--- src/rtl/flappy_game_ctrl.sv ---
// Flappy Bird game-state engine: bird physics, tube scroll, gap randomisation, scoring, collision.
// Latency: positions/score update on the edge sampling frame_tick; game_end one edge later.
// No backpressure: frame_tick and flap are single-cycle pulses consumed in the cycle they arrive.
module flappy_game_ctrl #(
    parameter int SCREEN_H     = 480,
    parameter int BIRD_X       = 364,
    parameter int BIRD_HALF    = 15,
    parameter int TUBE_HALF_W  = 30,
    parameter int GAP_HALF     = 30,
    parameter int TUBE_SPACING = 200,
    parameter int TUBE_SPEED   = 2,
    parameter int FLAP_VEL     = 8,
    parameter int GRAVITY      = 1,
    parameter int MAX_FALL     = 8,
    parameter int DEAD_HOLD    = 60
) (
    input  logic       clk,
    input  logic       rst,
    input  logic       frame_tick,
    input  logic       flap,
    output logic [9:0] bird_y_pos,
    output logic [9:0] tube1_x_pos,
    output logic [9:0] tube2_x_pos,
    output logic [9:0] tube3_x_pos,
    output logic [9:0] tube1_y_pos,
    output logic [9:0] tube2_y_pos,
    output logic [9:0] tube3_y_pos,
    output logic       game_end,
    output logic [7:0] score
);

    localparam logic [1:0] S_IDLE  = 2'd0;
    localparam logic [1:0] S_PLAY  = 2'd1;
    localparam logic [1:0] S_CHECK = 2'd2;
    localparam logic [1:0] S_DEAD  = 2'd3;

    typedef logic signed [10:0] s11_t;

    localparam s11_t SCREEN_H_S    = s11_t'(SCREEN_H);
    localparam s11_t BIRD_X_S      = s11_t'(BIRD_X);
    localparam s11_t BIRD_HALF_S   = s11_t'(BIRD_HALF);
    localparam s11_t TUBE_HALF_W_S = s11_t'(TUBE_HALF_W);
    localparam s11_t GAP_HALF_S    = s11_t'(GAP_HALF);
    localparam s11_t FLAP_VEL_S    = s11_t'(FLAP_VEL);
    localparam s11_t GRAVITY_S     = s11_t'(GRAVITY);
    localparam s11_t MAX_FALL_S    = s11_t'(MAX_FALL);

    localparam logic [9:0] BIRD_X_U   = 10'(BIRD_X);
    localparam logic [9:0] Y_CEIL     = 10'(BIRD_HALF);
    localparam logic [9:0] Y_FLOOR    = 10'(SCREEN_H - 1 - BIRD_HALF);
    localparam logic [9:0] WRAP_X     = 10'(TUBE_HALF_W + TUBE_SPEED);
    localparam logic [9:0] WRAP_ADD   = 10'(3 * TUBE_SPACING - TUBE_SPEED);
    localparam logic [9:0] STEP_X     = 10'(TUBE_SPEED);
    // 112 + an 8-bit random value keeps every gap (112..367) well inside the screen
    localparam logic [9:0] GAP_Y_BASE = 10'd112;

    localparam logic [9:0] BIRD_Y0 = 10'd240;
    localparam logic [9:0] T1_X0   = 10'd480;
    localparam logic [9:0] T2_X0   = 10'd680;
    localparam logic [9:0] T3_X0   = 10'd880;
    localparam logic [9:0] T1_Y0   = 10'd240;
    localparam logic [9:0] T2_Y0   = 10'd200;
    localparam logic [9:0] T3_Y0   = 10'd280;

    localparam int              DC_W     = $clog2(DEAD_HOLD + 1);
    localparam logic [DC_W-1:0] HOLD_MAX = DC_W'(DEAD_HOLD);

    logic [1:0]      state_q, state_d;
    logic [9:0]      bird_y_q, bird_y_d;
    s11_t            vel_q, vel_d;
    logic [9:0]      tube1_x_q, tube1_x_d, tube1_y_q, tube1_y_d;
    logic [9:0]      tube2_x_q, tube2_x_d, tube2_y_q, tube2_y_d;
    logic [9:0]      tube3_x_q, tube3_x_d, tube3_y_q, tube3_y_d;
    logic [7:0]      score_q, score_d;
    logic            ground_q, ground_d;
    logic            flap_pend_q, flap_pend_d;
    logic [DC_W-1:0] dead_cnt_q, dead_cnt_d;
    logic            game_end_q, game_end_d;
    logic [7:0]      lfsr_q, lfsr_d;

    s11_t            v_sum, v_new, y_new;
    logic [19:0]     t1_nxt, t2_nxt, t3_nxt;
    logic            hit;

    // One frame of tube motion: scroll left, or jump to the back of the queue with a fresh gap.
    function automatic logic [19:0] tube_step(input logic [9:0] x, input logic [9:0] y,
                                              input logic [7:0] rnd);
        if (x < WRAP_X) begin
            return {x + WRAP_ADD, GAP_Y_BASE + {2'b00, rnd}};
        end
        return {x - STEP_X, y};
    endfunction

    // Saturating score increment when a tube crosses the bird column this frame.
    function automatic logic [7:0] score_inc(input logic [7:0] s, input logic [9:0] old_x,
                                             input logic [9:0] new_x);
        if ((old_x >= BIRD_X_U) && (new_x < BIRD_X_U) && (s != 8'hFF)) begin
            return s + 8'd1;
        end
        return s;
    endfunction

    // Overlap test of the bird box against one tube, treating the gap edges as solid.
    function automatic logic tube_hit(input logic [9:0] tx, input logic [9:0] ty,
                                      input logic [9:0] by);
        s11_t dx, sby, sty;
        dx  = $signed({1'b0, tx}) - BIRD_X_S;
        if (dx[10]) dx = -dx;
        sby = $signed({1'b0, by});
        sty = $signed({1'b0, ty});
        return (dx <= BIRD_HALF_S + TUBE_HALF_W_S) &&
               ((sby - BIRD_HALF_S <= sty - GAP_HALF_S) ||
                (sby + BIRD_HALF_S >= sty + GAP_HALF_S));
    endfunction

    // Candidate tube positions for the next frame and collision on the registered positions.
    always_comb begin
        t1_nxt = tube_step(tube1_x_q, tube1_y_q, lfsr_q);
        t2_nxt = tube_step(tube2_x_q, tube2_y_q, lfsr_q);
        t3_nxt = tube_step(tube3_x_q, tube3_y_q, lfsr_q);
        hit    = tube_hit(tube1_x_q, tube1_y_q, bird_y_q) |
                 tube_hit(tube2_x_q, tube2_y_q, bird_y_q) |
                 tube_hit(tube3_x_q, tube3_y_q, bird_y_q);
        // LFSR free-runs every clock so gap heights depend on player timing
        lfsr_d = {lfsr_q[6:0], lfsr_q[7] ^ lfsr_q[5] ^ lfsr_q[4] ^ lfsr_q[3]};
    end

    // Game FSM: physics and scroll on frame ticks, one-cycle collision check, dead hold-off.
    always_comb begin
        state_d     = state_q;
        bird_y_d    = bird_y_q;
        vel_d       = vel_q;
        tube1_x_d   = tube1_x_q;
        tube1_y_d   = tube1_y_q;
        tube2_x_d   = tube2_x_q;
        tube2_y_d   = tube2_y_q;
        tube3_x_d   = tube3_x_q;
        tube3_y_d   = tube3_y_q;
        score_d     = score_q;
        ground_d    = ground_q;
        flap_pend_d = flap_pend_q;
        dead_cnt_d  = dead_cnt_q;
        game_end_d  = game_end_q;
        v_sum       = '0;
        v_new       = '0;
        y_new       = '0;

        case (state_q)
            S_IDLE: begin
                if (flap) begin
                    flap_pend_d = 1'b1;
                    state_d     = S_PLAY;
                end
            end
            S_PLAY: begin
                if (frame_tick) begin
                    v_sum = vel_q + GRAVITY_S;
                    v_new = flap_pend_q ? -FLAP_VEL_S :
                            ((v_sum > MAX_FALL_S) ? MAX_FALL_S : v_sum);
                    y_new = $signed({1'b0, bird_y_q}) + v_new;
                    if (y_new < BIRD_HALF_S) begin
                        // hitting the ceiling just stops the climb
                        bird_y_d = Y_CEIL;
                        vel_d    = '0;
                    end else if (y_new + BIRD_HALF_S >= SCREEN_H_S) begin
                        bird_y_d = Y_FLOOR;
                        vel_d    = v_new;
                        ground_d = 1'b1;
                    end else begin
                        bird_y_d = y_new[9:0];
                        vel_d    = v_new;
                    end
                    // a flap coinciding with the tick applies to the next frame
                    flap_pend_d = flap;
                    {tube1_x_d, tube1_y_d} = t1_nxt;
                    {tube2_x_d, tube2_y_d} = t2_nxt;
                    {tube3_x_d, tube3_y_d} = t3_nxt;
                    score_d = score_inc(score_inc(score_inc(score_q, tube1_x_q, t1_nxt[19:10]),
                                                  tube2_x_q, t2_nxt[19:10]),
                                        tube3_x_q, t3_nxt[19:10]);
                    state_d = S_CHECK;
                end else if (flap) begin
                    flap_pend_d = 1'b1;
                end
            end
            S_CHECK: begin
                // a frame_tick landing here is dropped
                if (ground_q || hit) begin
                    state_d    = S_DEAD;
                    game_end_d = 1'b1;
                end else begin
                    state_d = S_PLAY;
                end
            end
            default: begin
                if (frame_tick && (dead_cnt_q != HOLD_MAX)) begin
                    dead_cnt_d = dead_cnt_q + DC_W'(1);
                end
                if (flap && (dead_cnt_q == HOLD_MAX)) begin
                    state_d     = S_IDLE;
                    bird_y_d    = BIRD_Y0;
                    vel_d       = '0;
                    tube1_x_d   = T1_X0;
                    tube1_y_d   = T1_Y0;
                    tube2_x_d   = T2_X0;
                    tube2_y_d   = T2_Y0;
                    tube3_x_d   = T3_X0;
                    tube3_y_d   = T3_Y0;
                    score_d     = '0;
                    ground_d    = 1'b0;
                    flap_pend_d = 1'b0;
                    dead_cnt_d  = '0;
                    game_end_d  = 1'b0;
                end
            end
        endcase
    end

    // State registers with synchronous reset; the LFSR is seeded only here.
    always_ff @(posedge clk) begin
        if (rst) begin
            state_q     <= S_IDLE;
            bird_y_q    <= BIRD_Y0;
            vel_q       <= '0;
            tube1_x_q   <= T1_X0;
            tube1_y_q   <= T1_Y0;
            tube2_x_q   <= T2_X0;
            tube2_y_q   <= T2_Y0;
            tube3_x_q   <= T3_X0;
            tube3_y_q   <= T3_Y0;
            score_q     <= '0;
            ground_q    <= 1'b0;
            flap_pend_q <= 1'b0;
            dead_cnt_q  <= '0;
            game_end_q  <= 1'b0;
            lfsr_q      <= 8'hA5;
        end else begin
            state_q     <= state_d;
            bird_y_q    <= bird_y_d;
            vel_q       <= vel_d;
            tube1_x_q   <= tube1_x_d;
            tube1_y_q   <= tube1_y_d;
            tube2_x_q   <= tube2_x_d;
            tube2_y_q   <= tube2_y_d;
            tube3_x_q   <= tube3_x_d;
            tube3_y_q   <= tube3_y_d;
            score_q     <= score_d;
            ground_q    <= ground_d;
            flap_pend_q <= flap_pend_d;
            dead_cnt_q  <= dead_cnt_d;
            game_end_q  <= game_end_d;
            lfsr_q      <= lfsr_d;
        end
    end

    assign bird_y_pos  = bird_y_q;
    assign tube1_x_pos = tube1_x_q;
    assign tube2_x_pos = tube2_x_q;
    assign tube3_x_pos = tube3_x_q;
    assign tube1_y_pos = tube1_y_q;
    assign tube2_y_pos = tube2_y_q;
    assign tube3_y_pos = tube3_y_q;
    assign game_end    = game_end_q;
    assign score       = score_q;

endmodule

--- config.mk ---
export PLATFORM = sky130hd
export DESIGN_NAME = flappy_game_ctrl
export DESIGN_NICKNAME = d
export VERILOG_FILES = /design/src/rtl/flappy_game_ctrl.sv
export SDC_FILE = /design/constraint.sdc
export NUM_CORES = 1
export LEC_CHECK = 0
export BUFFER_PORTS_ARGS = -buffer_cell sky130_fd_sc_hd__buf_2
export CORE_ASPECT_RATIO = 1.4
export CORE_MARGIN = 2
export CORE_UTILIZATION = 35
export CTS_BUF_LIST = sky130_fd_sc_hd__clkbuf_8
export CTS_CLUSTER_DIAMETER = 50
export CTS_CLUSTER_SIZE = 24
export DETAILED_ROUTE_END_ITERATION = 10
export SETUP_SLACK_MARGIN = 0.5
export SLEW_MARGIN = 10
export SYNTH_ARGS = -nofsm -noshare
export SYNTH_HDL_FRONTEND = slang
export SYNTH_SLANG_ARGS = --single-unit
--- constraint.sdc ---
create_clock -name clk -period 12.4 [get_ports clk]
set_input_delay 1.24 -clock clk [delete_from_list [all_inputs] [get_ports clk]]
set_output_delay 1.24 -clock clk [all_outputs]
set_load 0.05 [all_outputs]
==> reports/metrics.yaml <==
whs_ps: 490
grt.overflow.total: 0
final_nets: 1410
grt_pass1_vias: 8630
syn_area_um2: 9720
portBuffers: 76
die_w_um: 145
max_slew_margin_pct: 32.0
synth_commonest_cells: "nor2_1 (126), ha_1 (110), dfxtp_1 (102)"
cts_setup_buffers: 0
yosysSeqAreaShare_pct: 21.0
gp_congestion: 0.888
boundaryPins: 83
grt_max_degree: 40
wl_per_cell_um: 16.4
yosysMostFrequentCell: "nor2_1"
outcome: "complete, no violations"
drc: 0
num_vias: 9126
synth_top_area_share_pct: 21.0
cts.sinks: 102
drive_above_1_share_pct: 9.54
fillers: 2891
hp-class: "reg2reg"
core-area_um2: 27500
dp_hpwl_um: 21500
p_leak_nw: 4.24
worstPathRequired_ps: 12740
clockRootBuffer: "clkbuf_8"
yosysTopAreaCell: "dfxtp_1"
clkTransAtPathRegs_ps: 110
start_util_pct: 35.4
synth.distinct_cells: 88
area_growth_pct: 8.15
final_hold_viol_count: 0
finClkSkew_ps: 16.3
crit_fanout: 11
crit_path_start_kind: "flop"
rsz0062_at_grt: "no"
synthTopCellsByArea: "dfxtp_1 (21%), ha_1 (14%), xnor2_1 (6.8%), nor2_1 (4.9%), xor2_1 (4.5%)"
antenna_cells: 0
fmax_mhz: 181
die_area_um2: 29100
criticalPathCategory: "reg2reg"
cts_tree: "done"
synthCells: 1269
cp_data_arrival_time_ps: 5860
antenna_found_initial: 0
ant_nets: 0
viasPerCell: 5.46
slew_violations: 0
setup_violations: 0
worstSkewPairLatency_ps: 390
synth_edf_count: 0
post-place-ws_ps: 6900
cp-end-kind: "flop"
peakVddDrop_mv: 0.0475
fp-row-count: 72
ys_warn_count: 0
finalCritPeriodShare_pct: 44.5
postCtsHoldBufs: 0
synth_ff_type: "dfxtp_1"
cts_buffer_depth: 2
grt_pass1_wl_um: 44400
drt-total-wl_um: 27400
power_uw: 936
maxCapViolations: 0
firstDrtPassIters: 5
worst-slew-pin-transition_ps: 1020
synth-seq-cells: 102
drt_iter0_drc: 522
htreeDepth: 3
power_density_nw_per_um2: 89.0
layout_setup_ws_ps: 6880
numCtsBuffers: 9
fin_crit_ps: 5520
async_reset_ff_share_pct: 0
finalSetupTns_ps: 0
post_cts_resized: 0
synth_area_per_cell_um2: 7.66
track_usage_pct: 18.9
die_h_um: 201
-- area by class of cell --
cell class | count | area, um2 | share of cell area, %
timing repair buffer | 82 | 425 | 4.05
clock buffer | 10 | 138 | 1.31
multi-input combinational | 1051 | 7190 | 68.4
tap | 370 | 463 | 4.40
sequential | 102 | 2040 | 19.4
clock inverter | 6 | 66.3 | 0.631
inverter | 49 | 184 | 1.75
-- path summary, 6_finish.rpt --
check,endpoint,slack [ps],from,cells past startpoint
hold / removal,dead_cnt_q[5],490,dead_cnt_q[5],2
hold reg to reg,dead_cnt_q[5],490,dead_cnt_q[5],2
setup / recovery,bird_y_pos[8],6880,vel_q[0],21
setup reg to reg,bird_y_pos[8],6880,vel_q[0],21
-- flip-flops by register name (all words and copies together) (netlist names) --
signal / cells
score: 8
vel_q: 11
game_end: 1
tube3_y_pos: 9
ground_q: 1
tube1_y_pos: 9
flap_pend_q: 1
lfsr_q: 8
tube2_x_pos: 9
tube2_y_pos: 9
state_q: 2
tube3_x_pos: 9
bird_y_pos: 10
tube1_x_pos: 9
dead_cnt_q: 6
-- cells by family after synthesis --
logic type / count (synthesis) / share of synthesized area, %
adder cells (fa/ha/maj): 111 / 14.4
flip-flops: 102 / 21.0
other: 1 / 0.0386
AO/OA/AOI/OAI: 350 / 24.7
AND/OR/NAND/NOR: 447 / 22.1
buffers and inverters: 121 / 5.20
multiplexers: 12 / 1.29
XOR/XNOR: 125 / 11.3
-- cells in the final DEF, fill, tap and decap left out, types with 8 or more instances in the layout --
master	n
nor2_1	125
ha_1	110
dfxtp_1	102
nand2_1	100
a21oi_1	82
buf_2	76
xnor2_1	75
o21ai_0	66
nand3_1	60
xor2_1	50
inv_1	49
nor3_1	38
nor2b_1	20
o21a_1	20
nand2b_1	19
a21o_1	19
and3_1	17
o211ai_1	14
nand4_1	14
a22o_1	14
and2_1	12
o31ai_1	12
o21bai_1	12
o22ai_1	12
clkbuf_8	10
o41ai_1	9
or2_2	8
a211oi_1	8
mux2i_1	8
a22oi_1	8
-- routing by layer --
layer  vias to the layer above  GRT usage, %  share of wire [%]
met2                       195          33.9                 52
li1                       4625             -                  -
met3                        51          2.76                4.0
met5                         -             0                  0
met1                      4255          22.2                 41
met4                         0          7.66                3.1
-- per-stage QoR --
stage / area, um2 / util (%) / instances
after floorplan: 9740 / - / 1274
after global placement: 10300 / 37.5 / 1654
after detailed placement: 10300 / 37.5 / 1654
after CTS: 10500 / 38.3 / 1670
after global routing: 10500 / 38.3 / 1670
final: 10500 / 38.3 / 1670
-- where the power goes --
part | internal, mW | leakage, nW | total (mW) | switching, mW
combinational | 0.128 | 3.30 | 0.335 | 0.207
clock | 0.100 | 0.107 | 0.226 | 0.126
sequential | 0.341 | 0.830 | 0.374 | 0.0329
-- critical path, stage by stage, from the launching register on --
cell and delay (ps):
dfxtp_1 410, ha_1 220, and2_1 220, and4_1 310, nand3_1 110, xor2_1 340, o31a_1 300, nor3_1 90
ha_1 230, fa_1 400, a21o_1 190, a21oi_1 210, o21bai_1 100, a21oi_1 220, o21bai_1 80, a21oi_1 290
o31ai_1 160, mux2i_1 180, a311o_1 470, nor2_1 620, o21ai_0 190, nand2_1 100
No activity file was read; power rests on OpenSTA's default activity.
